**src/rtl/serial_add_pkg.sv**
```systemverilog
// serial_add_pkg: shared FSM states, counter sizing and WIDTH limits for the bit-serial adder
package serial_add_pkg;
  typedef enum logic [1:0] {IDLE, RUN, DONE} state_t;
  localparam int WIDTH_MIN = 1;
  localparam int WIDTH_MAX = 32;
  function automatic int cnt_w(input int w);
    return ($clog2(w) > 1) ? $clog2(w) : 1;
  endfunction
endpackage

```
**src/rtl/serial_add_ctrl_fa_cell.sv**
```systemverilog
// fa_cell: combinational full adder
//   a, b, ci : addend bits and carry-in
//   s, co    : sum bit and carry-out (majority)
module fa_cell (
  input  logic a,
  input  logic b,
  input  logic ci,
  output logic s,
  output logic co
);
  assign s  = a ^ b ^ ci;
  assign co = (a & b) | (a & ci) | (b & ci);
endmodule

```
**src/rtl/serial_add_ctrl.sv**
```systemverilog
// serial_add_ctrl: bit-serial adder sequencing one full adder over WIDTH-bit operands, LSB first
//   clk, rst_n     : clock, async active-low reset
//   start          : request, honoured in IDLE or DONE
//   a, b, cin      : operands, captured on the accepting edge
//   busy, done     : high in RUN / one-cycle strobe in DONE
//   sum, cout      : registered result, held until the next completion
module serial_add_ctrl
  import serial_add_pkg::*;
#(
  parameter int WIDTH = 8
) (
  input  logic             clk,
  input  logic             rst_n,
  input  logic             start,
  input  logic [WIDTH-1:0] a,
  input  logic [WIDTH-1:0] b,
  input  logic             cin,
  output logic             busy,
  output logic             done,
  output logic [WIDTH-1:0] sum,
  output logic             cout
);
  localparam int CW = cnt_w(WIDTH);
  if (WIDTH < WIDTH_MIN || WIDTH > WIDTH_MAX) begin : g_bad_width
    $error("serial_add_ctrl: WIDTH out of range");
  end
  state_t           state, state_nx;
  logic [WIDTH-1:0] shift_a, shift_b, shift_s, s_nx;
  logic [CW-1:0]    cnt;
  logic             carry, s, co, last, load;
  fa_cell u_fa (.a(shift_a[0]), .b(shift_b[0]), .ci(carry), .s(s), .co(co));
  // sum bits enter from the MSB end so the LSB lands at bit 0 after WIDTH steps
  if (WIDTH == 1) begin : g_w1
    assign s_nx = s;
  end else begin : g_wn
    assign s_nx = {s, shift_s[WIDTH-1:1]};
  end
  assign last = cnt == CW'(WIDTH - 1);
  assign load = start && state != RUN;
  assign busy = state == RUN;
  assign done = state == DONE;
  always_comb begin
    state_nx = IDLE;
    if (load) state_nx = RUN;
    else if (state == RUN) state_nx = last ? DONE : RUN;
  end
  always_ff @(posedge clk or negedge rst_n)
    if (!rst_n) state <= IDLE;
    else state <= state_nx;
  always_ff @(posedge clk or negedge rst_n) begin
    if (!rst_n) begin
      shift_a <= '0;
      shift_b <= '0;
      shift_s <= '0;
      carry   <= 1'b0;
      cnt     <= '0;
      sum     <= '0;
      cout    <= 1'b0;
    end else if (load) begin
      shift_a <= a;
      shift_b <= b;
      carry   <= cin;
      cnt     <= '0;
    end else if (state == RUN) begin
      shift_a <= shift_a >> 1;
      shift_b <= shift_b >> 1;
      shift_s <= s_nx;
      carry   <= co;
      cnt     <= cnt + CW'(1);
      if (last) begin
        sum  <= s_nx;
        cout <= co;
      end
    end
  end
endmodule

```
**config.mk**
```make
export PLATFORM = sky130hd
export DESIGN_NAME = serial_add_ctrl
export DESIGN_NICKNAME = d
export VERILOG_FILES = /design/src/rtl/serial_add_pkg.sv /design/src/rtl/serial_add_ctrl_fa_cell.sv /design/src/rtl/serial_add_ctrl.sv
export SDC_FILE = /design/constraint.sdc
export NUM_CORES = 1
export LEC_CHECK = 0
export ABC_AREA = 1
export BUFFER_PORTS_ARGS = -buffer_cell sky130_fd_sc_hd__buf_4
export CAP_MARGIN = 10
export CORE_ASPECT_RATIO = 0.75
export CORE_MARGIN = 2
export CORE_UTILIZATION = 50
export DETAILED_ROUTE_END_ITERATION = 16
export GPL_TIMING_DRIVEN = 0
export PLACE_DENSITY_LB_ADDON = 0.25
export SYNTH_ARGS = -nofsm -noshare
export SYNTH_HDL_FRONTEND = slang
export SYNTH_SLANG_ARGS = --single-unit
```
**constraint.sdc**
```tcl
create_clock -name clk -period 3.3 [get_ports clk]
set_clock_uncertainty 0.15 [all_clocks]
set_input_delay 0.33 -clock clk [delete_from_list [all_inputs] [get_ports clk]]
set_output_delay 0.33 -clock clk [all_outputs]
set_load 0.005 [all_outputs]
```
After elaboration in Yosys (flattened, before gate mapping)
Cells that the tools add are included.
Widths: inputs -> output; s select.
{"block": "op_classes", "n_addsub": 1, "n_reduce_logical": 4, "n_bitwise": 8, "mux": 11, "eq_ne": 4}
{"op": "$mux 8", "count": 4}
{"op": "$mux 2", "count": 3}
{"op": "$mux 3", "count": 2}
{"op": "$add 3x1->3 const B", "count": 1}
{"op": "$and 1x1->1", "count": 3}
{"op": "$eq 3x3->1 const B", "count": 1}
{"op": "$reduce_and 3->1", "count": 1}
{"op": "$eq 2x1->1 const B", "count": 1}
{"op": "$eq 2x2->1 const B", "count": 1}
{"op": "$mux 1", "count": 2}
{"op": "$ne 2x1->1 const B", "count": 1}
{"op": "$or 1x1->1", "count": 2}
{"op": "$reduce_and 2->1", "count": 1}
{"op": "$reduce_bool 2->1", "count": 1}
{"op": "$xor 1x1->1", "count": 2}
{"op": "$logic_and 1x1->1", "count": 1}
{"op": "$not 1->1", "count": 1}
{"block": "totals", "in_bits": 20, "reg_bits": 39, "out_inout_bits": 11, "wordCells": 36}

Logic depth before layout (Yosys ltp)
Gate-level depths: netlist of run 1.
{"block": "depth", "word_depth": 5, "depth_mapped": 7, "mapped_depth_nobuf": 6}

Cells and area by module
From an unflattened synthesis of run 1, not the netlist that was laid out.
{"block": "hier_totals", "cells_unflattened": 182, "hier_area_um2": 1674.1}
{"mod": "serial_add_ctrl", "n_inst": 1, "area_per_inst_um2": 1654.1, "cells_each": 181, "seq_area_each_um2": 950.9}
{"mod": "fa_cell", "n_inst": 1, "area_per_inst_um2": 20.0, "cells_each": 1, "seq_area_each_um2": 0.0}

Worst setup path before layout of run 1
OpenSTA, ideal clock, no wires.
{"block": "synth_timing", "path_type": "flip-flop to flip-flop", "startpoint": "register cnt[0]", "endpoint": "register sum[1]", "path_slack_ps": 1945, "t_arrival_ps": 1089, "path_buffers": 1, "setup_ps": 117, "path_stages_with_launch": 8, "required_ps": 3033, "synth_period_minus_slack_ps": 1355, "cell_sequence": "dfrtp_1 ha_1 ha_1 inv_1 nor2_1 buf_4 nand2_1 nand2_1"}
{"block": "synth_via", "elab_chain_cells": 2}
{"element": "start, declared", "line_no": "serial_add_ctrl.sv:29", "text": "logic [CW-1:0] cnt;"}
{"element": "start signal, assigned", "line_no": "serial_add_ctrl.sv:69", "text": "cnt <= cnt + CW'(1);"}
{"element": "$eq 3x3->1", "line_no": "serial_add_ctrl.sv:38", "text": "assign last = cnt == CW'(WIDTH - 1);"}
{"element": "$reduce_and 3->1 (no source line)"}
{"element": "end signal, assigned", "line_no": "serial_add_ctrl.sv:71", "text": "sum <= s_nx;"}
{"element": "end, declared", "line_no": "serial_add_ctrl.sv:20", "text": "output logic [WIDTH-1:0] sum,"}
No other way between the ends.
A chain may end at the register's enable or synchronous reset.

Worst setup path in the final report of run 1
{"block": "layout_timing", "startpoint": "register state[0]", "endpoint": "output port busy"}
{"block": "layout_via", "elab_chain_cells": 1}
{"element": "start, declared", "line_no": "serial_add_ctrl.sv:27", "text": "state_t state, state_nx;"}
{"element": "start signal, assigned", "line_no": "serial_add_ctrl.sv:49", "text": "else state <= state_nx;"}
{"element": "$eq 2x1->1", "line_no": "serial_add_ctrl.sv:40", "text": "assign busy = state == RUN;"}
{"element": "end, declared", "line_no": "serial_add_ctrl.sv:18", "text": "output logic busy,"}
No other way between the ends.

==> metrics.md, run 1 <==
| Metric | Value |
|---|---|
| Status | complete, no violations |
| Max clock buf depth | 2 |
| Combinational share of power | 41.1% |
| Filler instances | 282 |
| Proportion of layout cells with a drive suffix above 1 | 22.8% |
| Vias in the first global route | 1,283 |
| Clock Power Share | 16.1% |
| Crit path DAT | 1.29 ns |
| Post-Synthesis Cells | 182 |
| Peak Freq | 0.566 GHz |
| Worst Setup SP | state[0] |
| Pre-Repair DR Iteration Count | 4 |
| Max_cap viols | 0 |
| Synth warn | 0 |
| Yosys reg bits | 38 |
| Ant. Diodes | 0 |
| GRT Residual Overflow | 0 |
| Nets | 242 |
| Via density | 5.35 |
| Ports | 31 |
| RSZ-0062 raised after global routing | false |
| Die H | 54.1 um |
| Clock sinks | 38 |
| Clk Latency, worst-skew pair | 0.28 ns |
| CTS tree | built |
| HPWL after detailed placement | 2450 um |
| R2r endpoint | cout |
| DRC violations left | 0 |
| Initial antenna violation count | 0 |
| Setup bufs post-CTS | 0 |
| Critical path cell sequence | inv_1, nor2_4, buf_4, buf_4 |
| DR WL/cell | 13.5 um |
| Final ANT Viol Nets | 0 |
| Maximum VDD drop | 0.000353 V |
| CP endpoint | busy |
| Placer Congestion | 0.785 |
| Total power divided by cell area | 906 nW/um2 |
| Fin cells | 259 |
| Syn Nets | 205 |
| Placed cell count | 251 |
| Post-route cell area | 2030 um2 |
| Final WL | 3490 um |
| FF-to-FF setup slack | 1.85 ns |
| Hold-fix buffers, CTS | 1 |
| Reg2Reg Launch Point | cnt[0] |
| Slowest-stage cell, CP | dfrtp_1 |
| GRT Total Usage | 20.8% |
| Seq pwr share | 42.9% |
| DR vias | 1,386 |
| Setup Viol. Count Final | 0 |
| Die width | 70.8 um |
| FP Rows | 18 |
| Worst-path clk slew | 0.07 ns |
| Port Buffers | 29 |
| Max-slew headroom | 68.9% |
| Min Tclk post-route | 1.77 ns |
| Synth Area per Inst | 9.20 um2 |
| Mapped Area | 1670 um2 |
| WP data required | 2.82 ns |
| Crit path capture type | primary output |
| Area after DPL | 1940 um2 |
| Pin count of the biggest net entering global routing | 39 |
| Worst Setup Start Kind | register |
| Setup tns final | 0 ns |
| Most numerous cell on the critical path | buf_4 |
| Num CTS Buffers | 5 |
| Post-cts sizing count | 0 |
| Core area | 3240 um2 |
| Synth unique cells | 17 |
| Sequential area share after synthesis | 56.8% |
| Worst-Margin Slew | 0.466 ns |
| H-tree levels | 2 |
| Area Overhead vs Synth | 21.2% |
| Pins Over Slew Limit | 0 |
| HP Class | in2reg |
| Worst path max stage delay | 0.38 ns |
| Max FO, Critical Path | 10 |
| Pint | 0.00116 W |
| Static Leak | 1.06 nW |
| Sw Ratio | 37.0% |
| Worst r2r path cells | 7 |
| Hold WS | 0.131 ns |
| Crit path kind | reg2out |
| Clock Tree Root | clkbuf_8 |
| Final Power | 0.00184 W |
| Worst Min Path Start | b[7] |
| Final Hold Fails | 0 |
| Period utilization | 53.5% |
| DIE AREA | 3830 um2 |
| Net Sw Power | 0.000679 W |
| Drt first-iter violations | 60 |
| Initial core utilization | 51.6% |
| First-pass GRT wire length | 5910 um |
synthesized netlist by cell type (all sizes together):
| cell | number | area share (%) |
|---|---|---|
| nor2 | 3 | 1.1 |
| inv | 7 | 1.6 |
| buf | 11 | 5.9 |
| ha | 2 | 1.5 |
| nand3 | 52 | 16 |
| o21ai | 7 | 2.1 |
| clkbuf | 1 | 0.45 |
| dfrtp | 38 | 57 |
| a21oi | 1 | 0.30 |
| nand2 | 59 | 14 |
| fa | 1 | 1.2 |
cell families after synthesis:
kind of cell | share of synthesized area (%)
AND/OR/NAND/NOR | 30.2
AO/OA/AOI/OAI | 2.39
adder cells (fa/ha/maj) | 2.69
buffers and inverters | 7.92
flip-flops | 56.8
layer usage:
metal / track usage [%] / routed length, um / vias to the layer above
li1: - / - / 669
met2: 33.3 / 1640 / 41
met4: 7.23 / 47 / 0
met5: 0 / 0 / -
met1: 26.2 / 1560 / 671
met3: 8.43 / 239 / 5
cells in the final DEF (no fill, tap or decap), types with 2 or more instances in the layout:
master     n
nand2_1   57
ha_1       2
nand2_2    2
nor2_1     2
clkbuf_8   5
buf_4     34
clkbuf_1   2
buf_6      5
dfrtp_1   38
o21ai_0    3
o21ai_1    4
inv_1      6
nand3_1   52
critical path: cells and delay by family (launching register included):
kind	cells	cell delay [ns]
buffers and inverters	3	0.41
and+or+nand+nor	1	0.20
DFF	1	0.38
registers in the layout (all words and copies together), names as in the netlist:
signal,count
shift_b,8
state,2
cout,1
shift_s,7
cnt,3
shift_a,8
sum,8
carry,1
worst min path at each step:
stage,endpoint,slack (ns),cells past startpoint
floorplan,carry,-0.12,0
global placement,shift_s[1],0.17,1
detailed placement,shift_s[2],0.18,1
CTS,shift_a[1],0.12,3
global route,shift_a[1],0.13,3
finish,shift_b[7],0.13,3
per-stage QoR:
step | setup WS (ns) | util, %
2_1_floorplan | 1.94 | -
3_3_place_gp | 1.86 | 59.9
3_5_place_dp | 1.84 | 59.9
4_1_cts | 1.53 | 62.5
5_1_grt | 1.46 | 62.5
6_report | 1.53 | 62.5
power groups by stage:
stage | logic [W] | registers, W | clock network (W)
final | 0.000755 | 0.000787 | 0.000295
after global routing | 0.000857 | 0.000812 | 0.000324
after CTS | 0.000765 | 0.000789 | 0.000304
after detailed placement | 0.000760 | 0.000797 | 0
after global placement | 0.000736 | 0.000781 | 0
after floorplan | 0.000517 | 0.000773 | 0
final cells by class:
type / instances / area, um2 / area share [%]
clock buffers: 7 / 76.3 / 3.76
multi-input cells: 125 / 591 / 29.1
well taps: 40 / 50.0 / 2.47
repair buffers: 30 / 228 / 11.2
inverters: 7 / 26.3 / 1.30
plain buffers: 12 / 106 / 5.24
flip-flops and latches: 38 / 951 / 46.9
Power figures use the tool's default switching activity.
==> inputs of run 2 (changes only) <==
--- a/config.mk
+++ b/config.mk
@@ -5,7 +5,7 @@
 export SDC_FILE = /design/constraint.sdc
 export NUM_CORES = 1
 export LEC_CHECK = 0
-export ABC_AREA = 1
+export ABC_AREA = 0
 export BUFFER_PORTS_ARGS = -buffer_cell sky130_fd_sc_hd__buf_4
 export CAP_MARGIN = 10
 export CORE_ASPECT_RATIO = 0.75
==> constraint.sdc (replaced) <==
create_clock -name clk -period 1.75 [get_ports clk]
set_clock_uncertainty 0.15 [all_clocks]
set_input_delay 0.175 -clock clk [delete_from_list [all_inputs] [get_ports clk]]
set_output_delay 0.175 -clock clk [all_outputs]
set_load 0.005 [all_outputs]
==> metrics.md, run 2 <==
| Metric | Value |
|---|---|
| Final Power | 0.00339 W (+85%) |
| GRT Residual Overflow | 0 (unchanged) |
| Top cells by area, synth | dfrtp_1 57%, mux2i_1 10%, mux2_4 8.2% |
| Max clock buf depth | 2 (unchanged) |
| Crit path capture type | register |
| Area after DPL | 1920 um2 (-1.0%) |
| Post-synth top area share | 57.5% (+0.69 points) |
| Nets | 186 (-23%) |
| Hold WS | 0.0189 ns (-0.112 ns) |
| Ant. Diodes | 0 (unchanged) |
| Multi-input logic area | 659 um2 (+12%) |
| Period utilization | 91.6% |
| Syn Nets | 149 (-27%) |
| Static Leak | 1.03 nW (-3.0%) |
| Status | complete, no violations |
| Min Tclk post-route | 1.60 ns |
| Num CTS Buffers | 5 (unchanged) |
| Clk Latency, worst-skew pair | 0.28 ns (about the same) |
| Peak Freq | 0.624 GHz |
| Worst Setup Start Kind | register |
| Pre-Repair DR Iteration Count | 6 (+2) |
| Max FO, Critical Path | 10 (unchanged) |
| HP Class | in2reg |
| Final Hold Fails | 0 (unchanged) |
| Post-route cell area | 2010 um2 (-0.74%) |
| Synth top cells by count | 38 x dfrtp_1, 17 x mux2i_1, 17 x nand2_1, 17 x o21ai_0, 9 x mux2_4 |
| Commonest non-fill, non-tap cell in the layout | dfrtp_1 |
| Setup Viol. Count Final | 0 (unchanged) |
| Worst-Margin Slew | 0.476 ns (+0.00961 ns) |
| H-tree levels | 2 (unchanged) |
| Post-Synthesis Cells | 126 (-31%) |
| Proportion of layout cells with a drive suffix above 1 | 35.6% (+13 points) |
| Initial antenna violation count | 0 (unchanged) |
| First-pass GRT wire length | 4990 um (-16%) |
| Setup tns final | 0 ns (unchanged) |
| Pin count of the biggest net entering global routing | 39 (unchanged) |
| DR WL/cell | 15.0 um (+12%) |
| Vias in the first global route | 1,032 (-20%) |
| Ports | 31 (unchanged) |
| Placer Congestion | 0.703 (-11%) |
| Core area | 3220 um2 (-0.69%) |
| Drt first-iter violations | 75 (+25%) |
| Primary FF master, synth | dfrtp_1 |
| Max_cap viols | 0 (unchanged) |
| GRT Total Usage | 18.3% (-2.6 points) |
| Final core utilization | 62.5% (about the same) |
| Via density | 5.14 (-4.0%) |
| Most frequent cell after synthesis | dfrtp_1 |
| Crit path DAT | 1.61 ns (+0.32 ns) |
| Final ANT Viol Nets | 0 (unchanged) |
| Post-cts sizing count | 0 (unchanged) |
| CTS tree | built |
| FFs w/ async S/R, synth | 100% (unchanged) |
| Crit path kind | reg2reg |
| Top Registers | shift_a (8), shift_b (8), sum (8) |
| DRC violations left | 0 (unchanged) |
| Synth warn | 0 (unchanged) |
| Yosys reg bits | 38 (unchanged) |
| WP data required | 1.76 ns (-1.06 ns) |
| Synth Area per Inst | 13.1 um2 (+43%) |
| Mapped Area | 1650 um2 (-1.2%) |
| Total power divided by cell area | 1680 nW/um2 (+86%) |
| Sequential cell area | 951 um2 (unchanged) |
| EDFF count, synth | 0 (unchanged) |
| Filler instances | 265 (-6.0%) |
| Maximum VDD drop | 0.000663 V (+88%) |
| Port Buffers | 29 (unchanged) |
| HPWL after detailed placement | 2110 um (-14%) |
| Final WL | 3050 um (-13%) |
| Die width | 70.4 um (-0.56%) |
| Pins Over Slew Limit | 0 (unchanged) |
| DIE AREA | 3790 um2 (-1.1%) |
| FP Rows | 18 (unchanged) |
| Yosys top cell by area | dfrtp_1 |
| DR vias | 1,043 (-25%) |
| Area Overhead vs Synth | 21.7% |
| Max-slew headroom | 68.3% (-0.64 points) |
| Clock Tree Root | clkbuf_8 |
| Worst-path clk slew | 0.07 ns (about the same) |
| Clock sinks | 38 (unchanged) |
| Synth unique cells | 18 (+1) |
| Commonest non-fill, non-tap cells in the layout | 38 x dfrtp_1, 29 x buf_4, 17 x mux2i_1, 17 x nand2_1, 17 x o21ai_0 |
| RSZ-0062 raised after global routing | false |
| Die H | 53.8 um (-0.55%) |
| Initial core utilization | 51.4% (-0.26 points) |
| Sequential area share after synthesis | 57.5% (+0.69 points) |
[run 2: repair_timing]
item / 4_1_cts / 5_1_grt
hold buffers: 2 / 0
buffers inserted: 0 / 0
hold endpoints to repair: 39 / 0
setup endpoints to repair: 0 / 1
[run 2: final cells by class]
class | count | area share, %
well taps | 40 | 2.49
flip-flops and latches | 38 | 47.2
plain buffers | 6 | 1.74
repair buffers | 31 | 11.8
clock buffers | 7 | 3.79
inverters | 1 | 0.186
multi-input cells | 80 | 32.8
[run 2: critical path, cell delays in order (launching register included)]
cell and delay (ns):
dfrtp_1 0.39, ha_1 0.20, ha_1 0.26, nand2_8 0.16, mux2_4 0.32
[run 2: metrics by stage]
step,worst slack [ns],std cells
floorplan,0.252,126
CTS,0.00850,204
finish,0.147,203
global placement,0.198,195
global route,0.117,203
detailed placement,0.169,195
[run 2: routing by layer]
| metal | vias to the layer above | routed length, um | global-route usage (%) |
|---|---|---|---|
| met1 | 513 | 1440 | 24.5 |
| li1 | 502 | - | - |
| met3 | 6 | 142 | 5.06 |
| met2 | 22 | 1420 | 28.1 |
| met4 | 0 | 48 | 8.65 |
| met5 | - | 0 | 0 |
[run 2: path summary, 6_finish.rpt]
path                       startpoint         end  slack (ns)  cells past startpoint
max reg2reg                    cnt[0]      sum[5]        0.15                      4
max in group asynchronous       rst_n  shift_s[1]        0.87                      2
min reg2reg                shift_a[7]  shift_a[6]        0.34                      2
max                            cnt[0]      sum[5]        0.15                      4
min in group asynchronous       rst_n  shift_s[7]        0.25                      2
min                              a[7]  shift_a[7]        0.02                      3
[run 2: kinds of logic after synthesis]
family,after synthesis,share of synthesized area (%)
buffers and inverters,8,2.65
DFF,38,57.5
and+or+nand+nor,25,7.79
adders and majority gates,3,2.72
AOI/OAI and AO/OA,18,5.45
muxes,34,23.9
[run 2: report_power, final]
part           switching (W)  internal, W  leakage [nW]  total (W)
Clock               0.000271     0.000274        0.0383   0.000545
Combinational       0.000598     0.000727         0.509    0.00132
Sequential          0.000240      0.00128         0.482    0.00152
Total                0.00111      0.00228          1.03    0.00339
==> inputs of run 3 (changes only) <==
==> constraint.sdc (replaced) <==
create_clock -name clk -period 2 [get_ports clk]
set_clock_uncertainty 0.15 [all_clocks]
set_input_delay 0.2 -clock clk [delete_from_list [all_inputs] [get_ports clk]]
set_output_delay 0.2 -clock clk [all_outputs]
set_load 0.005 [all_outputs]
==> metrics.md, run 3 (synthesized netlist as in run 2, its figures left out) <==
| Metric | Value |
|---|---|
| Peak Freq | 0.569 GHz |
| Placer Congestion | 0.703 (unchanged) |
| Num CTS Buffers | 5 (unchanged) |
| Pins Over Slew Limit | 0 (unchanged) |
| FF-to-FF setup slack | 0.40 ns (+0.25 ns) |
| Drt first-iter violations | 81 (+8.0%) |
| Setup ws final | 0.241 ns (+0.0943 ns) |
| Clock sinks | 38 (unchanged) |
| DRC violations left | 0 (unchanged) |
| Reg2Reg Launch Point | cnt[0] |
| First-pass GRT wire length | 4950 um (-0.82%) |
| Hold WS | 0.0182 ns (-0.000683 ns) |
| Die width | 70.4 um (unchanged) |
| Proportion of layout cells with a drive suffix above 1 | 36.2% (+0.61 points) |
| Max_cap viols | 0 (unchanged) |
| Final WL | 3040 um (-0.43%) |
| Max clock buf depth | 2 (unchanged) |
| CTS tree | built |
| Worst Setup Start Kind | register |
| Max-slew headroom | 68.4% (+0.11 points) |
| DIE AREA | 3790 um2 (unchanged) |
| Clk Latency, worst-skew pair | 0.28 ns (about the same) |
| Worst r2r path cells | 4 (unchanged) |
| Placed cell count | 195 (unchanged) |
| Worst-Margin Slew | 0.474 ns (-0.00167 ns) |
| GRT Residual Overflow | 0 (unchanged) |
| Commonest non-fill, non-tap cell in the layout | dfrtp_1 |
| Worst-path clk slew | 0.07 ns (about the same) |
| Final core utilization | 62.4% (-0.16 points) |
| Static Leak | 1.03 nW (-0.12%) |
| Crit path capture type | primary output |
| WHS Path Cells | 3 (unchanged) |
| Vias in the first global route | 1,024 (-0.78%) |
| DR vias | 1,038 (-0.48%) |
| DR WL/cell | 15.0 um (-0.43%) |
| Nets | 186 (unchanged) |
| Post-cts sizing count | 0 (unchanged) |
| Final ANT Viol Nets | 0 (unchanged) |
| Top Registers | shift_a (8), shift_b (8), sum (8) |
| Maximum VDD drop | 0.000574 V (-13%) |
| Max FO, Critical Path | 10 (unchanged) |
| Port Buffers | 29 (unchanged) |
| Setup tns final | 0 ns (unchanged) |
| Crit path DAT | 1.41 ns (-0.20 ns) |
| WP data required | 1.65 ns (-0.11 ns) |
| Pin count of the biggest net entering global routing | 39 (unchanged) |
| Ports | 31 (unchanged) |
| Hold EP | shift_b[7] |
| HPWL after detailed placement | 2110 um (unchanged) |
| Commonest non-fill, non-tap cells in the layout | 38 x dfrtp_1, 29 x buf_4, 17 x mux2i_1, 17 x nand2_1, 17 x o21ai_0 |
| Final Hold Fails | 0 (unchanged) |
| Setup Viol. Count Final | 0 (unchanged) |
| Area Overhead vs Synth | 21.4% |
| Worst Min Path Start | b[7] |
| RSZ-0062 raised after global routing | false |
| Worst slack at placement | 0.419 ns (+0.250 ns) |
| HP Class | in2reg |
| Via density | 5.11 (-0.48%) |
| Fin cells | 203 (unchanged) |
| Core area | 3220 um2 (unchanged) |
| Min Tclk post-route | 1.76 ns |
| Clock Tree Root | clkbuf_8 |
| Ant. Diodes | 0 (unchanged) |
| GRT Total Usage | 18.1% (-0.17 points) |
| Die H | 53.8 um (unchanged) |
| Filler instances | 266 (+0.38%) |
| Crit path kind | reg2out |
| Period utilization | 87.9% |
| Status | complete, no violations |
| Total power divided by cell area | 1480 nW/um2 (-12%) |
| R2r endpoint | sum[5] |
| FP Rows | 18 (unchanged) |
| Initial antenna violation count | 0 (unchanged) |
| H-tree levels | 2 (unchanged) |
| Initial core utilization | 51.4% (unchanged) |
| Pre-Repair DR Iteration Count | 4 (-2) |
run 3: cell count changes in the layout (fill, tap and decap cells not counted), sizes merged:
| cell | previous run | this run |
|---|---|---|
| buf | 34 | 35 |
| dlygate4sd3 | 2 | 1 |
run 3: area by class of cell:
type	instances	area, um2	share of cell area, %
Buffer	7	40.0	1.99
Clock buffer	7	76.3	3.80
Inverter	1	3.75	0.187
Multi-Input combinational cell	80	659	32.8
Sequential cell	38	951	47.4
Tap cell	40	50.0	2.49
Timing Repair Buffer	30	228	11.3
run 3: power by group:
group	leakage [nW]	switching (W)	internal, W
clock network	0.0383	0.000241	0.000240
logic	0.507	0.000526	0.000643
registers	0.482	0.000210	0.00112
run 3: routing by layer:
| metal | vias up | share of wire [%] | track usage (%) |
|---|---|---|---|
| met5 | - | 0 | 0 |
| met1 | 501 | 48 | 24.5 |
| met3 | 6 | 5.2 | 5.06 |
| li1 | 504 | - | - |
| met4 | 0 | 1.4 | 8.65 |
| met2 | 27 | 46 | 27.5 |
run 3: worst max-delay path: stages, from the launching register on:
cell     delay [ns]
dfrtp_1        0.41
nor2b_4        0.14
buf_6          0.18
buf_2          0.25
buf_4          0.15
run 3: worst max-delay path by stage:
stage                  start     end  slack, ns  cells after the start
global route        state[1]    busy       0.16                      4
detailed placement    cnt[0]  sum[5]       0.42                      4
finish              state[1]    busy       0.24                      4
global placement      cnt[0]  sum[5]       0.45                      4
floorplan             cnt[0]    cout       0.50                      4
CTS                 state[1]    busy       0.23                      4
run 3: per-stage QoR:
| stage | instance area (um2) | power, W |
|---|---|---|
| after global routing | 2010 | 0.00321 |
| after floorplan | 1650 | 0.00211 |
| after CTS | 2010 | 0.00301 |
| final | 2010 | 0.00298 |
| after global placement | 1920 | 0.00245 |
| after detailed placement | 1920 | 0.00252 |
run 3: timing repair:
action | CTS | global route
endpoints found under the setup margin | 0 | 0
buffers inserted | 0 | 0
hold buffers | 1 | 0
hold endpoints to repair | 38 | 0
